### src/rtl/rep_chk_pkg.sv
// Shared types and width helpers for the rep_seq_checker repetition monitor.
package rep_chk_pkg;

  typedef enum logic [1:0] {
    NONE  = 2'd0,
    UNDER = 2'd1,
    OVER  = 2'd2,
    QUAL  = 2'd3
  } fail_code_e;

  typedef enum logic {
    NONCONSEC = 1'b0,
    GOTO      = 1'b1
  } mode_e;

  typedef enum logic {
    IDLE   = 1'b0,
    ACTIVE = 1'b1
  } state_e;

  // The event count must be able to hold MAX_CNT+1 so an overcount is observable.
  function automatic int cnt_width(input int max_cnt);
    return $clog2(max_cnt + 2);
  endfunction

  function automatic int win_width(input int window);
    return $clog2(window + 1);
  endfunction

endpackage

### src/rtl/rep_chk_chan.sv
// One repetition-check channel: trigger edge detect, IDLE/ACTIVE attempt FSM, event and window counters.
// Qualifier ("throughout") checking is compiled in only when REP_CHK_QUAL_EN is defined.
module rep_chk_chan
  import rep_chk_pkg::*;
#(
  parameter  int MIN_CNT = 3,
  parameter  int MAX_CNT = 5,
  parameter  int WINDOW  = 16,
  localparam int CNT_W   = cnt_width(MAX_CNT),
  localparam int WIN_W   = win_width(WINDOW)
) (
  input  logic             clk,
  input  logic             rst,
  input  logic             i_trig,
  input  logic             i_ev,
  input  logic             i_qual,
  input  logic             i_mode,
  output logic             o_busy,
  output logic             o_pass,
  output logic             o_fail,
  output fail_code_e       o_fail_code,
  output logic             o_ovl,
  output logic [CNT_W-1:0] o_cnt
);

  localparam logic [CNT_W-1:0] CNT_MIN  = CNT_W'(MIN_CNT);
  localparam logic [CNT_W-1:0] CNT_OVER = CNT_W'(MAX_CNT + 1);
  localparam logic [WIN_W-1:0] WIN_END  = WIN_W'(WINDOW);

  state_e           r_state, w_state_nxt;
  mode_e            r_mode, w_mode_nxt, w_mode_eff;
  fail_code_e       r_code, w_code_nxt;
  logic             r_trig_q;
  logic             r_pass, w_pass_nxt;
  logic             r_fail, w_fail_nxt;
  logic [CNT_W-1:0] r_cnt, w_cnt_nxt, w_cnt_base, w_cnt_step;
  logic [WIN_W-1:0] r_win, w_win_nxt, w_win_step;
  logic             w_rise, w_start, w_run, w_qual_drop;

  assign w_rise  = i_trig & ~r_trig_q;
  assign w_start = (r_state == IDLE) & w_rise;
  assign w_run   = w_start | (r_state == ACTIVE);

`ifdef REP_CHK_QUAL_EN
  assign w_qual_drop = w_run & ~i_qual;
`else
  logic w_unused_qual;
  assign w_unused_qual = i_qual;
  assign w_qual_drop   = 1'b0;
`endif

  // NOTE: non-blocking assignments so every register samples the pre-edge values.
  always_ff @(posedge clk or posedge rst) begin
    if (rst) begin
      r_state  <= IDLE;
      r_mode   <= NONCONSEC;
      r_code   <= NONE;
      r_trig_q <= 1'b0;
      r_pass   <= 1'b0;
      r_fail   <= 1'b0;
      r_cnt    <= '0;
      r_win    <= '0;
    end else begin
      r_state  <= w_state_nxt;
      r_mode   <= w_mode_nxt;
      r_code   <= w_code_nxt;
      r_trig_q <= i_trig;
      r_pass   <= w_pass_nxt;
      r_fail   <= w_fail_nxt;
      r_cnt    <= w_cnt_nxt;
      r_win    <= w_win_nxt;
    end
  end

  // The start cycle is evaluated like an ACTIVE cycle, with counters seeded from zero.
  always_comb begin
    // NOTE: every output gets a default first so no path can infer a latch.
    w_state_nxt = r_state;
    w_mode_nxt  = r_mode;
    w_cnt_nxt   = r_cnt;
    w_win_nxt   = r_win;
    w_pass_nxt  = 1'b0;
    w_fail_nxt  = 1'b0;
    w_code_nxt  = NONE;
    w_mode_eff  = w_start ? mode_e'(i_mode) : r_mode;
    w_cnt_base  = w_start ? '0 : r_cnt;
    w_win_step  = (w_start ? '0 : r_win) + WIN_W'(1);
    w_cnt_step  = (w_cnt_base == CNT_OVER) ? w_cnt_base : w_cnt_base + CNT_W'(i_ev);

    if (w_run) begin
      w_state_nxt = ACTIVE;
      w_mode_nxt  = w_mode_eff;
      w_cnt_nxt   = w_cnt_step;
      w_win_nxt   = w_win_step;
      if (w_qual_drop) begin
        w_fail_nxt = 1'b1;
        w_code_nxt = QUAL;
      end else if (w_mode_eff == NONCONSEC && w_cnt_step == CNT_OVER) begin
        w_fail_nxt = 1'b1;
        w_code_nxt = OVER;
      end else if (w_mode_eff == GOTO && w_cnt_step == CNT_MIN) begin
        w_pass_nxt = 1'b1;
      end else if (w_win_step == WIN_END) begin
        if (w_mode_eff == NONCONSEC && w_cnt_step >= CNT_MIN) begin
          w_pass_nxt = 1'b1;
        end else begin
          w_fail_nxt = 1'b1;
          w_code_nxt = UNDER;
        end
      end
      if (w_pass_nxt || w_fail_nxt) w_state_nxt = IDLE;
    end
  end

  assign o_busy      = (r_state == ACTIVE);
  assign o_ovl       = (r_state == ACTIVE) & w_rise;
  assign o_pass      = r_pass;
  assign o_fail      = r_fail;
  assign o_fail_code = r_code;
  assign o_cnt       = r_cnt;

endmodule

### config.mk
export PLATFORM = sky130hd
export DESIGN_NAME = rep_chk_chan
export DESIGN_NICKNAME = d
export VERILOG_FILES = /design/src/rtl/rep_chk_pkg.sv /design/src/rtl/rep_chk_chan.sv
export SDC_FILE = /design/constraint.sdc
export NUM_CORES = 1
export LEC_CHECK = 0
export CELL_PAD_IN_SITES_DETAIL_PLACEMENT = 2
export CELL_PAD_IN_SITES_GLOBAL_PLACEMENT = 2
export CORE_ASPECT_RATIO = 1.4
export CORE_UTILIZATION = 33
export DETAILED_ROUTE_END_ITERATION = 10
export PLACE_DENSITY_LB_ADDON = 0.25
export SLEW_MARGIN = 30
export SYNTH_ARGS = -nofsm -noshare
export SYNTH_HDL_FRONTEND = slang
export SYNTH_SLANG_ARGS = --single-unit
### constraint.sdc
create_clock -name clk -period 5 [get_ports clk]
set_input_delay 0.5 -clock clk [delete_from_list [all_inputs] [get_ports clk]]
set_output_delay 0.5 -clock clk [all_outputs]
set_load 0.02 [all_outputs]
# Word level (Yosys, flattened, before mapping)
# Index checks and enable logic that the tools add are counted.
[word_totals]
output_inout_bits = 9
word_cells = 48
in_bits = 6
reg_bits = 15
[op_classes]
n_reduce_logical = 4
mux = 22
order_cmp = 1
eq_ne = 4
n_bitwise = 7
add_sub_neg = 2
[ops]
columns = ["operator", "n"]
rows = [
  ["$mux 1", 17],
  ["$eq 3x3->1 const B", 2],
  ["$mux 3", 2],
  ["$add 5x1->5 const B", 1],
  ["$eq 5x5->1 const B", 1],
  ["$mux 5", 1],
  ["$mux 2", 2],
  ["$add 3x1->3", 1],
  ["$and 1x1->1", 3],
  ["$eq 3x2->1 const B", 1],
  ["$ge 3x2->1 const B", 1],
  ["$logic_and 1x1->1", 3],
  ["$not 1->1", 3],
  ["$logic_or 1x1->1", 1],
  ["$or 1x1->1", 1],
]

# Depth between registers and ports, before layout
[logic_depth]
word_depth = 15
mapped_depth = 10
depth_no_buf = 9

# Worst setup path before layout
# OpenSTA, ideal clock, no wires.
[synth_timing]
path_type = "reg2reg"
startpoint = "register r_state, in the netlist o_busy"
endpoint = "register r_pass, in the netlist o_pass"
t_arrival_ps = 2372
setup_time_ps = 94
path_stages_with_launch = 10
period_less_slack_ps = 2466
slack_ps = 2534
t_required_ps = 4906
path_buffers = 1
cell_sequence = "dfrtp_1 > or3b_4 > buf_2 > and2_1 > ha_1 > ha_1 > nand3_1 > a31oi_1 > or2_1 > a221oi_2"
[synth_between]
elab_chain_len = 13
word_cells_on_any_way = 24
cone_classes = "2 x add/sub; 1 x order compare; 4 x eq/ne; 10 x mux; 4 x bitwise; 3 x reduce/logical"
[synth_rtl]
columns = ["item", "line_no", "text"]
rows = [
  ["start: declaration", "rep_chk_chan.sv:30", "state_e r_state, w_state_nxt;"],
  ["start signal: assignment", "rep_chk_chan.sv:64", "r_state <= w_state_nxt;"],
  ["$not 1->1", "rep_chk_chan.sv:41", "assign w_start = (r_state == IDLE) & w_rise;"],
  ["$and 1x1->1", "rep_chk_chan.sv:41", ""],
  ["$mux 3", "rep_chk_chan.sv:86", "w_cnt_base = w_start ? '0 : r_cnt;"],
  ["$add 3x1->3 / $eq 3x3->1 (equally long branches)", "rep_chk_chan.sv:88", "w_cnt_step = (w_cnt_base == CNT_OVER) ? w_cnt_base : w_cnt_base + CNT_W'(i_ev);"],
  ["$mux 3", "rep_chk_chan.sv:88", ""],
  ["$ge 3x2->1", "rep_chk_chan.sv:104", "if (w_mode_eff == NONCONSEC && w_cnt_step >= CNT_MIN) begin"],
  ["$logic_and 1x1->1", "rep_chk_chan.sv:104", ""],
  ["$mux 1", "rep_chk_chan.sv:104", ""],
  ["$mux 1", "rep_chk_chan.sv:103", "end else if (w_win_step == WIN_END) begin"],
  ["$mux 1", "rep_chk_chan.sv:101", "end else if (w_mode_eff == GOTO && w_cnt_step == CNT_MIN) begin"],
  ["$mux 1", "rep_chk_chan.sv:98", "end else if (w_mode_eff == NONCONSEC && w_cnt_step == CNT_OVER) begin"],
  ["$mux 1", "rep_chk_chan.sv:90", "if (w_run) begin"],
  ["$mux 1 *", "rep_chk_chan.sv:90", ""],
  ["via w_pass_nxt", "rep_chk_chan.sv:34", "logic r_pass, w_pass_nxt;"],
  ["end signal: assignment", "rep_chk_chan.sv:68", "r_pass <= w_pass_nxt;"],
  ["end: declaration", "rep_chk_chan.sv:34", ""],
]
# Mark *: on every way through the listed nets, which the timed path passes. The rest lies on a longest branch. The select of a mux whose other input is x is not followed.
# A chain may end at the register's enable or synchronous reset.

# Worst setup path after layout
[layout_timing]
startpoint = "input port i_trig"
endpoint = "register r_pass, in the netlist o_pass"
[layout_between]
elab_chain_len = 13
word_cells_on_any_way = 24
cone_classes = "2 x add/sub; 1 x order compare; 4 x eq/ne; 10 x mux; 4 x bitwise; 3 x reduce/logical"
[layout_rtl]
columns = ["item", "line_no", "text"]
rows = [
  ["start: declaration", "rep_chk_chan.sv:14", "input logic i_trig,"],
  ["$and 1x1->1 *", "rep_chk_chan.sv:40", "assign w_rise = i_trig & ~r_trig_q;"],
  ["$and 1x1->1 *", "rep_chk_chan.sv:41", ""],
  ["$mux 3", "rep_chk_chan.sv:86", ""],
  ["$add 3x1->3 / $eq 3x3->1 (equally long branches)", "rep_chk_chan.sv:88", ""],
  ["$mux 3", "rep_chk_chan.sv:88", ""],
  ["$ge 3x2->1", "rep_chk_chan.sv:104", ""],
  ["$logic_and 1x1->1", "rep_chk_chan.sv:104", ""],
  ["$mux 1", "rep_chk_chan.sv:104", ""],
  ["$mux 1", "rep_chk_chan.sv:103", ""],
  ["$mux 1", "rep_chk_chan.sv:101", ""],
  ["$mux 1", "rep_chk_chan.sv:98", ""],
  ["$mux 1", "rep_chk_chan.sv:90", ""],
  ["$mux 1 *", "rep_chk_chan.sv:90", ""],
  ["via w_pass_nxt", "rep_chk_chan.sv:34", ""],
]
# Marked as above.

==> metrics.txt <==
outcome=complete, no violations; Buf+Inv Stages, Crit Path=1; worst setup margin=2227 ps; core area=2252 sq um; drt first-iter violations=6; first-pass GRT wire length=3.698 mm; WS Path Type=in -> reg; clock-pin slew on the worst setup and hold paths=90 ps; Clock Sinks=15; Critical Path RT=5200 ps; hold crit path type=reg -> reg; most common library cells after synthesis=dfrtp_1 (15), nand2_1 (10), nor2_1 (7), a21oi_1 (6), o21ai_0 (6); DRT Pass-1 Iters=3; Placer Congestion=0.7346; synth warn=0; Top Ports=15; cell mode on critical path=ha_1; worst slew pin tran=658.4 ps; CP Capture Type=flip-flop; Pwr Total=0.6235 mW; clk_lat worst skew=290 ps; Yosys top cell by area=dfrtp_1; startpoint types=primary input; total number of vias=720; Routed Antenna Nets=0; worst path arrival time=2970 ps; max_slew headroom=55.95%; period utilization=55.46%; PD cells=629.2 nW/um^2; hold slack=538.8 ps; DR vias/cell=5.760; Syn Inst Count=88; final antenna diode count=0; post-route insts no fill=125; Post-CTS Resized=0; syn_nets=97; CTS tree=done; post-route cell area=991.0 sq um; critical path's top delay family=simple AND/OR/NAND/NOR gates; initial antenna violation count=0; max incr delay on CP=490 ps; Setup Skew=2.665 ps; Placed Cells=121; Slew Viols, Final=0; Placement Setup Slack=1887 ps; max-cap violations=0; P_leak=0.4306 nW; # Post-CTS Setup Buffers=0; FP Rows=20; Final setup viols=0; share of cells above drive strength 1=7.767%; Die Footprint=2678 sq um; Yosys top cell area share=46.01%; Post-layout nets=113; DIE HEIGHT=60.83 um; Post-Syn Area per Cell=9.270 sq um; Post-synth EDFFs=0; DRC=0; Worst path slowest cell=clkdlybuf4s50_1; WL final=2.073 mm; cts hold-fix bufs=0; Cell Chain, Critical Path=clkdlybuf4s50_1 > or3b_4 > and2_1 > ha_1 > ha_1 > nand3_1 > a31oi_1 > or2_1 > a221oi_2; final core utilization=44.00%; Cell Area, Synth=815.8 sq um; flop2flop setup slack=2430 ps; Total Routing Usage GR=19.07%; Top FF cell, synth=dfrtp_1; pin count of the biggest net entering global routing=16; RSZ-0062 raised after global routing=no; Initial Utilization=36.22%; clk buf depth=2; Final TNS setup=0 ps; largest cells by area after synthesis=dfrtp_1 (46%), ha_1 (4.6%), nand2_1 (4.6%); area delta synth->final=21.47%; worst vdd ir=0.2467 mV; wire per inst=16.58 um; count leader, synth=dfrtp_1; DPL Wire Length=1.560 mm; Inserted Clock Buffers=3; dpl cell area=964.7 sq um; gr ovfl total=0; register area share after synthesis=46.01%; Die X=44.02 um; Final min period=2773 ps; clk root buf=clkbuf_4; vias in the first global route=802; worst-path fanout max=12; Final Hold Violating Endpoints=0; Synth cell types=32; ys async rst share=100.0%; port bufs=13; f_max=0.3606 GHz; number of synthesized register bits=15; H-tree levels=1; fillers=259
-- per-layer routing --
layer | up-vias | part of all wire, % | track usage, %
li1 | 344 | - | -
met1 | 364 | 42 | 22.65
met2 | 7 | 55 | 33.40
met3 | 5 | 1.4 | 2.679
met4 | 0 | 2.0 | 9.091
met5 | - | 0 | 0
-- worst register-to-register path, stage by stage, from the launching register on --
cell and delay [ps]:
dfrtp_1 470, or3b_4 510, and2_1 190, ha_1 190, ha_1 270, nand3_1 130, a31oi_1 170, or2_1 290
a221oi_2 280
-- final timing paths --
check / from / to / depth (start not counted)
worst max-delay path: i_trig / o_pass / 9
worst min-delay path: r_win[0] / r_win[0] / 1
worst max register to register: o_busy / o_pass / 8
worst min register to register: r_win[0] / r_win[0] / 1
max in group asynchronous: rst / r_win[0] / 2
min in group asynchronous: rst / o_fail_code[1] / 2
-- where the power goes --
group	total (mW)	internal (mW)	switching (mW)
clock	0.0715	0.0310	0.0405
combinational	0.329	0.147	0.182
sequential	0.223	0.170	0.0534
total	0.624	0.347	0.276
-- placed cells by master, fill, tap and decap left out, types with 2 or more instances in the layout --
master and n:
a31oi_1 2, clkbuf_4 3, dfrtp_1 15, ha_1 3, nor3_1 3, nand4_1 2
nor2b_1 2, nand2_1 10, a21oi_1 6, and2_1 5, nor2_1 7, nand3_1 2
clkdlybuf4s50_1 13, o21ai_0 6, and3_1 2, inv_1 4, nand2b_1 2
-- cell families after synthesis --
| family | share of synthesized area (%) |
|---|---|
| adder cells (fa/ha/maj) | 4.602 |
| AND/OR/NAND/NOR | 27.30 |
| buffers and inverters | 2.913 |
| AO/OA/AOI/OAI | 16.72 |
| flip-flops | 46.01 |
| XOR/XNOR | 1.074 |
| multiplexers | 1.380 |
-- cell type report --
type,instances,area (sq um),area share [%]
multi-input cells,67,416.7,42.05
clock buffers,4,26.28,2.652
well taps,22,27.53,2.778
repair buffers,13,130.1,13.13
inverters,4,15.01,1.515
flip-flops and latches,15,375.4,37.88
-- registers in the layout, summed over array words and instances (netlist names) --
| register | count |
|---|---|
| o_pass | 1 |
| o_fail | 1 |
| r_mode | 1 |
| o_busy | 1 |
| o_cnt | 3 |
| o_fail_code | 2 |
| r_trig_q | 1 |
| r_win | 5 |
(Power assumes the default switching activity.)
